===== src/rtl/iq_symbol_framer_pkg.sv =====
// Shared constants, FSM encoding and the saturation helper for the IQ symbol framer.
package iq_symbol_framer_pkg;

   localparam int unsigned GAIN_UNITY = 16384;
   localparam int unsigned GAIN_SHIFT = 14;

   typedef enum logic {
      S_DATA  = 1'b0,
      S_GUARD = 1'b1
   } state_t;

   // Clamps a sign-extended value to the signed range of a 'width'-bit word.
   function automatic logic signed [63:0] sat_signed(input logic signed [63:0] value,
                                                     input int unsigned        width);
      logic signed [63:0] hi;
      logic signed [63:0] lo;
      hi = (64'sd1 <<< (width - 1)) - 64'sd1;
      lo = -(64'sd1 <<< (width - 1));
      if (value > hi)
         return hi;
      else if (value < lo)
         return lo;
      else
         return value;
   endfunction

endpackage


===== src/rtl/iq_symbol_framer_gain_sat.sv =====
// One signed component: multiply by Q1.14 gain, shift, saturate; two-stage valid pipeline.
module iq_gain_sat
   import iq_symbol_framer_pkg::*;
#(
   parameter int unsigned DATA_WIDTH = 16,
   parameter int unsigned GAIN_WIDTH = 16
) (
   input  logic                         clk,
   input  logic                         aresetn,
   input  logic                         srst,
   input  logic                         s1_adv,
   input  logic                         s2_adv,
   input  logic                         in_valid,
   input  logic signed [DATA_WIDTH-1:0] in_data,
   input  logic signed [GAIN_WIDTH-1:0] gain,
   output logic                         s1_valid,
   output logic                         out_valid,
   output logic signed [DATA_WIDTH-1:0] out_data
);

   localparam int unsigned PW = DATA_WIDTH + GAIN_WIDTH;

   logic signed [PW-1:0] prod;
   logic signed [PW-1:0] shifted;
   logic signed [63:0]   clamped;

   always_ff @(posedge clk or negedge aresetn) begin
      if (!aresetn) begin
         s1_valid <= 1'b0;
         prod     <= '0;
      end else if (srst) begin
         s1_valid <= 1'b0;
         prod     <= '0;
      end else if (s1_adv) begin
         s1_valid <= in_valid;
         prod     <= PW'(in_data) * PW'(gain);
      end
   end

   always_comb begin
      shifted = prod >>> GAIN_SHIFT;
      clamped = sat_signed(64'(shifted), DATA_WIDTH);
   end

   always_ff @(posedge clk or negedge aresetn) begin
      if (!aresetn) begin
         out_valid <= 1'b0;
         out_data  <= '0;
      end else if (srst) begin
         out_valid <= 1'b0;
         out_data  <= '0;
      end else if (s2_adv) begin
         out_valid <= s1_valid;
         out_data  <= DATA_WIDTH'(clamped);
      end
   end

endmodule


===== src/rtl/iq_symbol_framer.sv =====
// Gains, saturates and packs I/Q samples; frames SYMB_LEN data words plus GUARD_LEN zero words.
module iq_symbol_framer
   import iq_symbol_framer_pkg::*;
#(
   parameter int unsigned SIN_COS_WIDTH = 16,
   parameter int unsigned GAIN_WIDTH    = 16,
   parameter int unsigned CNT_WIDTH     = 16,
   parameter int unsigned SYMB_LEN      = 1280,
   parameter int unsigned GUARD_LEN     = 64
) (
   input  logic                            clk,
   input  logic                            aresetn,
   input  logic                            srst,
   input  logic signed [GAIN_WIDTH-1:0]    gain,
   input  logic                            in_tvalid,
   output logic                            in_tready,
   input  logic                            in_tlast,
   input  logic signed [SIN_COS_WIDTH-1:0] in_sin,
   input  logic signed [SIN_COS_WIDTH-1:0] in_cos,
   output logic                            out_tvalid,
   input  logic                            out_tready,
   output logic                            out_tlast,
   output logic                            out_tuser,
   output logic [2*SIN_COS_WIDTH-1:0]      out_tdata,
   output logic [CNT_WIDTH-1:0]            frame_count,
   output logic                            err_tlast
);

   localparam logic [CNT_WIDTH-1:0] SYMB_LAST  = CNT_WIDTH'(SYMB_LEN - 1);
   localparam logic [CNT_WIDTH-1:0] GUARD_LAST = CNT_WIDTH'(GUARD_LEN - 1);

   state_t                         state_q, state_d;
   logic [CNT_WIDTH-1:0]           samp_cnt, guard_cnt;
   logic signed [GAIN_WIDTH-1:0]   gain_q, gain_sel;
   logic                           accept, src_valid, src_last, src_user;
   logic signed [SIN_COS_WIDTH-1:0] src_sin, src_cos, i_data, q_data;
   logic                           s1_last, s1_user, s2_last, s2_user;
   logic                           s1_valid_i, s1_valid_q, out_valid_i, out_valid_q;
   logic                           s1_valid, s1_adv, s2_adv;

   // Both lanes share the same handshakes, so their valid bits always agree.
   assign s1_valid   = s1_valid_i & s1_valid_q;
   assign out_tvalid = out_valid_i & out_valid_q;
   assign s2_adv     = !out_tvalid || out_tready;
   assign s1_adv     = !s1_valid || s2_adv;

   always_comb begin
      state_d   = state_q;
      in_tready = 1'b0;
      accept    = 1'b0;
      src_valid = 1'b0;
      src_last  = 1'b0;
      src_user  = 1'b0;
      unique case (state_q)
         S_DATA: begin
            in_tready = s1_adv && aresetn && !srst;
            accept    = in_tready && in_tvalid;
            src_valid = accept;
            if (accept && samp_cnt == SYMB_LAST) begin
               if (GUARD_LEN > 0)
                  state_d = S_GUARD;
               else
                  src_last = 1'b1;
            end
         end
         S_GUARD: begin
            src_valid = s1_adv;
            src_user  = 1'b1;
            if (s1_adv && guard_cnt == GUARD_LAST) begin
               src_last = 1'b1;
               state_d  = S_DATA;
            end
         end
         default: state_d = S_DATA;
      endcase
   end

   // The first sample of a symbol uses the live gain; the rest use the copy latched with it.
   always_comb begin
      gain_sel = (samp_cnt == '0) ? gain : gain_q;
      src_sin  = src_user ? '0 : in_sin;
      src_cos  = src_user ? '0 : in_cos;
   end

   always_ff @(posedge clk or negedge aresetn) begin
      if (!aresetn) begin
         state_q <= S_DATA;
      end else if (srst) begin
         state_q <= S_DATA;
      end else begin
         state_q <= state_d;
      end
   end

   always_ff @(posedge clk or negedge aresetn) begin
      if (!aresetn) begin
         samp_cnt    <= '0;
         guard_cnt   <= '0;
         gain_q      <= GAIN_WIDTH'(GAIN_UNITY);
         err_tlast   <= 1'b0;
         frame_count <= '0;
         s1_last     <= 1'b0;
         s1_user     <= 1'b0;
         s2_last     <= 1'b0;
         s2_user     <= 1'b0;
      end else if (srst) begin
         samp_cnt    <= '0;
         guard_cnt   <= '0;
         gain_q      <= GAIN_WIDTH'(GAIN_UNITY);
         err_tlast   <= 1'b0;
         frame_count <= '0;
         s1_last     <= 1'b0;
         s1_user     <= 1'b0;
         s2_last     <= 1'b0;
         s2_user     <= 1'b0;
      end else begin
         if (accept) begin
            samp_cnt <= (samp_cnt == SYMB_LAST) ? '0 : samp_cnt + CNT_WIDTH'(1);
            if (samp_cnt == '0)
               gain_q <= gain;
            if (in_tlast && samp_cnt != SYMB_LAST)
               err_tlast <= 1'b1;
         end
         if (state_q == S_GUARD && s1_adv)
            guard_cnt <= (guard_cnt == GUARD_LAST) ? '0 : guard_cnt + CNT_WIDTH'(1);
         if (s1_adv) begin
            s1_last <= src_last;
            s1_user <= src_user;
         end
         if (s2_adv) begin
            s2_last <= s1_last;
            s2_user <= s1_user;
         end
         if (out_tvalid && out_tready && out_tlast)
            frame_count <= frame_count + CNT_WIDTH'(1);
      end
   end

   iq_gain_sat #(.DATA_WIDTH(SIN_COS_WIDTH), .GAIN_WIDTH(GAIN_WIDTH)) u_gain_i (
      .clk      (clk),
      .aresetn  (aresetn),
      .srst     (srst),
      .s1_adv   (s1_adv),
      .s2_adv   (s2_adv),
      .in_valid (src_valid),
      .in_data  (src_cos),
      .gain     (gain_sel),
      .s1_valid (s1_valid_i),
      .out_valid(out_valid_i),
      .out_data (i_data)
   );

   iq_gain_sat #(.DATA_WIDTH(SIN_COS_WIDTH), .GAIN_WIDTH(GAIN_WIDTH)) u_gain_q (
      .clk      (clk),
      .aresetn  (aresetn),
      .srst     (srst),
      .s1_adv   (s1_adv),
      .s2_adv   (s2_adv),
      .in_valid (src_valid),
      .in_data  (src_sin),
      .gain     (gain_sel),
      .s1_valid (s1_valid_q),
      .out_valid(out_valid_q),
      .out_data (q_data)
   );

   assign out_tlast = s2_last;
   assign out_tuser = s2_user;
   assign out_tdata = {i_data, q_data};

endmodule


===== config.mk =====
export PLATFORM = sky130hd
export DESIGN_NAME = iq_symbol_framer
export DESIGN_NICKNAME = d
export VERILOG_FILES = /design/src/rtl/iq_symbol_framer_pkg.sv /design/src/rtl/iq_symbol_framer_gain_sat.sv /design/src/rtl/iq_symbol_framer.sv
export SDC_FILE = /design/constraint.sdc
export NUM_CORES = 2
export LEC_CHECK = 0
export BUFFER_PORTS_ARGS = -buffer_cell sky130_fd_sc_hd__buf_2
export CAP_MARGIN = 15
export CORE_MARGIN = 2
export CORE_UTILIZATION = 40
export CTS_CLUSTER_DIAMETER = 50
export DETAILED_ROUTE_END_ITERATION = 7
export GPL_TIMING_DRIVEN = 0
export MAX_ROUTING_LAYER = met4
export REMOVE_ABC_BUFFERS = 1
export SLEW_MARGIN = 0
export SYNTH_ARGS = -nofsm -noshare
export SYNTH_HDL_FRONTEND = slang
export SYNTH_SLANG_ARGS = --single-unit

===== constraint.sdc =====
create_clock -name clk -period 8.89 [get_ports clk]
set_clock_uncertainty 0.1 [all_clocks]
set_input_delay 2.667 -clock clk [delete_from_list [all_inputs] [get_ports clk]]
set_output_delay 2.667 -clock clk [all_outputs]
set_load 0.02 [all_outputs]

==> impl_summary.txt <==
----------------------------------------------------
[Clocking]
  Number of buffers inserted by hold repair at cts ... 0
  Clock tree from TritonCTS ... built
  Clock sink count ... 140
  Clock transition time at the flip-flop clock pins of the worst setup and hold paths ... around 70 ps
  H-tree depth reported by CTS ... 4
  Total clock buffers created by CTS ... 17
  Clock network latency to the later pin of the worst-skew pair ... about 470 ps
  Maximum root-to-sink buffer count ... 2
  Root buf cell ... clkbuf_16

[Logic synthesis]
  Number of different library cells in the post-synthesis netlist ... between 50 and 60
  Syn Area/Cell ... 8.931 um^2
  Gate Count Post-Synth ... 2836
  Most used flip-flop cell after synthesis ... dfrtp_1
  Syn Std Cell Area ... 25330 um^2
  Share of synthesized area occupied by flip-flops and latches ... 13.84%
  Number of enable-type register cells in the synthesized netlist ... 0
  Asr flop ratio synth ... 100.0%
  Flop and latch count out of synthesis ... 140
  Number of warning messages in the yosys log ... 0

[Worst setup path]
  Critical Path RT ... 9140 ps
  Kind of end point of the critical path ... register
  Endpoint arrival time on the critical path ... ~9000 ps
  Peak fanout along the critical path ... 8
  Kind of start point of the critical path ... input port
  Type of the setup path with the least slack ... in2reg

[Global routing]
  Largest net degree at the start of global routing ... 93
  Antenna violations before repair ... 0
  All-Layer GR Usage ... a little under a quarter
  Number of global-route vias before repair ... 21240
  Global-route wire length before repair ... 114900 um
  Final global-route overflow total ... 0

[Final layout]
  Share of layout cells above drive strength 1 ... 8.773%
  # fillers ... 6170
  Number of inserted diodes ... 0
  Final non-filler cell total ... ~3700
  Layout overhead on the synthesized area ... 10.77%
  Post-layout nets ... 3609

[STA]
  Final critical delay including setup and external delays ... 8710 ps
  Portion of the clock cycle consumed by the worst path in the final layout ... 97.98%
  Pin slew with the least headroom to its limit ... 1079 ps
  Relative slew slack ... 27.80%
  Max-slew violation count ... 0
  Setup slack of the critical path after layout ... around 180 ps
  Final Hold Vio Count ... 0
  Top achievable clock speed ... roughly 110 MHz
  Final setup violation count ... 0

[Placement]
  HPWL after detailed placement ... between 50000 and 60000 um
  Number of instances in the placed design ... 3684
  GP Congestion ... 0.9164
  Number of port buffers ... 106
  Pre-CTS worst setup slack ... -1239 ps

[Route]
  Mean number of vias per cell ... 5.183
  Total length of routed wires ... 69600 um
  Detailed-routing iteration count for the pre-antenna-repair pass ... 5
  Drt drc ... 0
  Post-route antenna net violation count ... 0
  Detail-routed net length per standard cell ... 18.66 um
  Via count ... roughly 19000
  Iter 0 DRT Violations ... 1169

[Die]
  Die Outline Area ... 65350 um^2
  Number of top-level pins ... 107
  Placeable core region ... around 63000 um^2
  Width of the die ... 255.6 um
  Starting Density ... 40.30%
  Die extent in y ... approximately 260 um
  Site Rows ... 92

[Run]
  Number of max-cap violations ... 0

[Outcome]
  Run status ... finished clean

[Worst hold path]
  Hold WC Path Type ... reg2reg

----------------------------------------------------
## placed cells by master, fill, tap and decap left out, drive strengths merged, types with 18 or more instances in the layout
cell | netlist | routed
inv | 574 | 582
fa | 522 | 522
nor2 | 369 | 369
nand2 | 357 | 357
ha | 162 | 162
dfrtp | 139 | 139
buf | 44 | 136
o21ai | 117 | 117
a21oi | 53 | 53
nand2b | 43 | 43
nor2b | 38 | 38
xnor2 | 35 | 35
xor2 | 32 | 32
nand4 | 23 | 23
mux2i | 20 | 21
and3 | 19 | 19
nand3 | 18 | 18
clkbuf | 79 | 18
nor3 | 18 | 18
mux2 | 16 | 18
## sequential cells by signal, indices dropped and copies added (netlist names), 16 cells and up
name               flops
frame_count           16
u_gain_q.out_data     16
u_gain_i.out_data     16
gain_q                16
u_gain_i.prod         18
samp_cnt              16
guard_cnt             16
u_gain_q.prod         18
## critical path: stages
cell and delay (ps):
buf_2 90, nor2b_1 630, nand2_1 190, fa_1 550, fa_1 510, inv_1 50, fa_1 550, fa_1 450
fa_1 500, inv_1 50, fa_1 480, inv_1 50, ha_1 310, a21oi_1 140, o21ai_0 230, o41ai_2 460
o21ai_0 250, or4_1 520, a32o_1 270
## area by class of cell
class                   count  area [um^2]  area share (%)
flip-flops and latches    140         3506           12.50
multi-input cells        2001        19700           70.20
well taps                 846         1059           3.773
clock buffers              18        429.2           1.530
clock inverters            14        153.9          0.5485
inverters                 575         2161           7.702
repair buffers            136         1052           3.751
## through the flow
step / hold WS, ps / util (%) / TNS, ps / instance area [um^2]
floorplan: 348.4 / - / -6802 / 24870
global placement: 367.2 / 42.09 / -123250 / 26450
detailed placement: 369.0 / 42.89 / -20070 / 26960
CTS: 383.8 / 44.12 / 0 / 27730
global route: 404.3 / 44.64 / -37.12 / 28060
finish: 376.4 / 44.64 / 0 / 28060
## synthesized netlist by cell type (all sizes together), types with 32 or more instances
library cell,number,area (um^2)
a21oi,53,265.3
buf,44,166.4
clkbuf,79,296.5
dfrtp,139,3478
fa,522,10450
ha,162,2027
inv,574,2155
nand2,357,1340
nand2b,43,269.0
nor2,369,1385
nor2b,38,237.7
o21ai,117,585.6
xnor2,35,306.5
xor2,32,280.3
## metal layers
metal	vias up	share of wire (%)	wire (um)	track usage, %
li1	8692	-	-	-
met1	9957	42	29330	28.90
met2	561	49	33880	37.50
met3	123	5.8	4023	3.545
met4	0	3.4	2363	8.983
met5	-	0	0	-
## kinds of logic (layout without fill, tap and decap cells)
logic type               count (synthesis)  in the layout  share of synthesized area [%]
AO/OA/AOI/OAI                          269            269                          6.580
XOR/XNOR                                67             67                          2.317
adder cells (fa/ha/maj)                684            684                          49.26
buffers and inverters                  698            743                          10.35
flip-flops                             140            140                          13.84
multiplexers                            36             39                          1.502
AND/OR/NAND/NOR                        942            942                          16.15
## path summary, 6_finish.rpt
| path | endpoint | startpoint | slack, ps | cells after the start |
|---|---|---|---|---|
| worst max-delay path | u_gain_i.prod[25] | in_cos[1] | 180 | 19 |
| worst min register to register | u_gain_q.out_data[4] | u_gain_q.out_data[4] | 380 | 2 |
| worst min-delay path | u_gain_q.out_data[4] | u_gain_q.out_data[4] | 380 | 2 |
| worst max register to register | u_gain_i.prod[27] | samp_cnt[0] | 670 | 28 |
| min in group asynchronous | frame_count[7] | aresetn | 2050 | 1 |
| max in group asynchronous | u_gain_i.out_data[7] | aresetn | 5790 | 2 |
## what timing repair did
action / 4_1_cts / 5_1_grt
gates cloned: 1 / 2
resized for setup: 36 / 47
setup buffers: 6 / 3
setup endpoints to repair: 20 / 18
pin swaps: 1 / 2
Power is left out: the tool's default activity adds up to more than one toggle a clock period on the data nets, which glitch-free logic cannot reach.
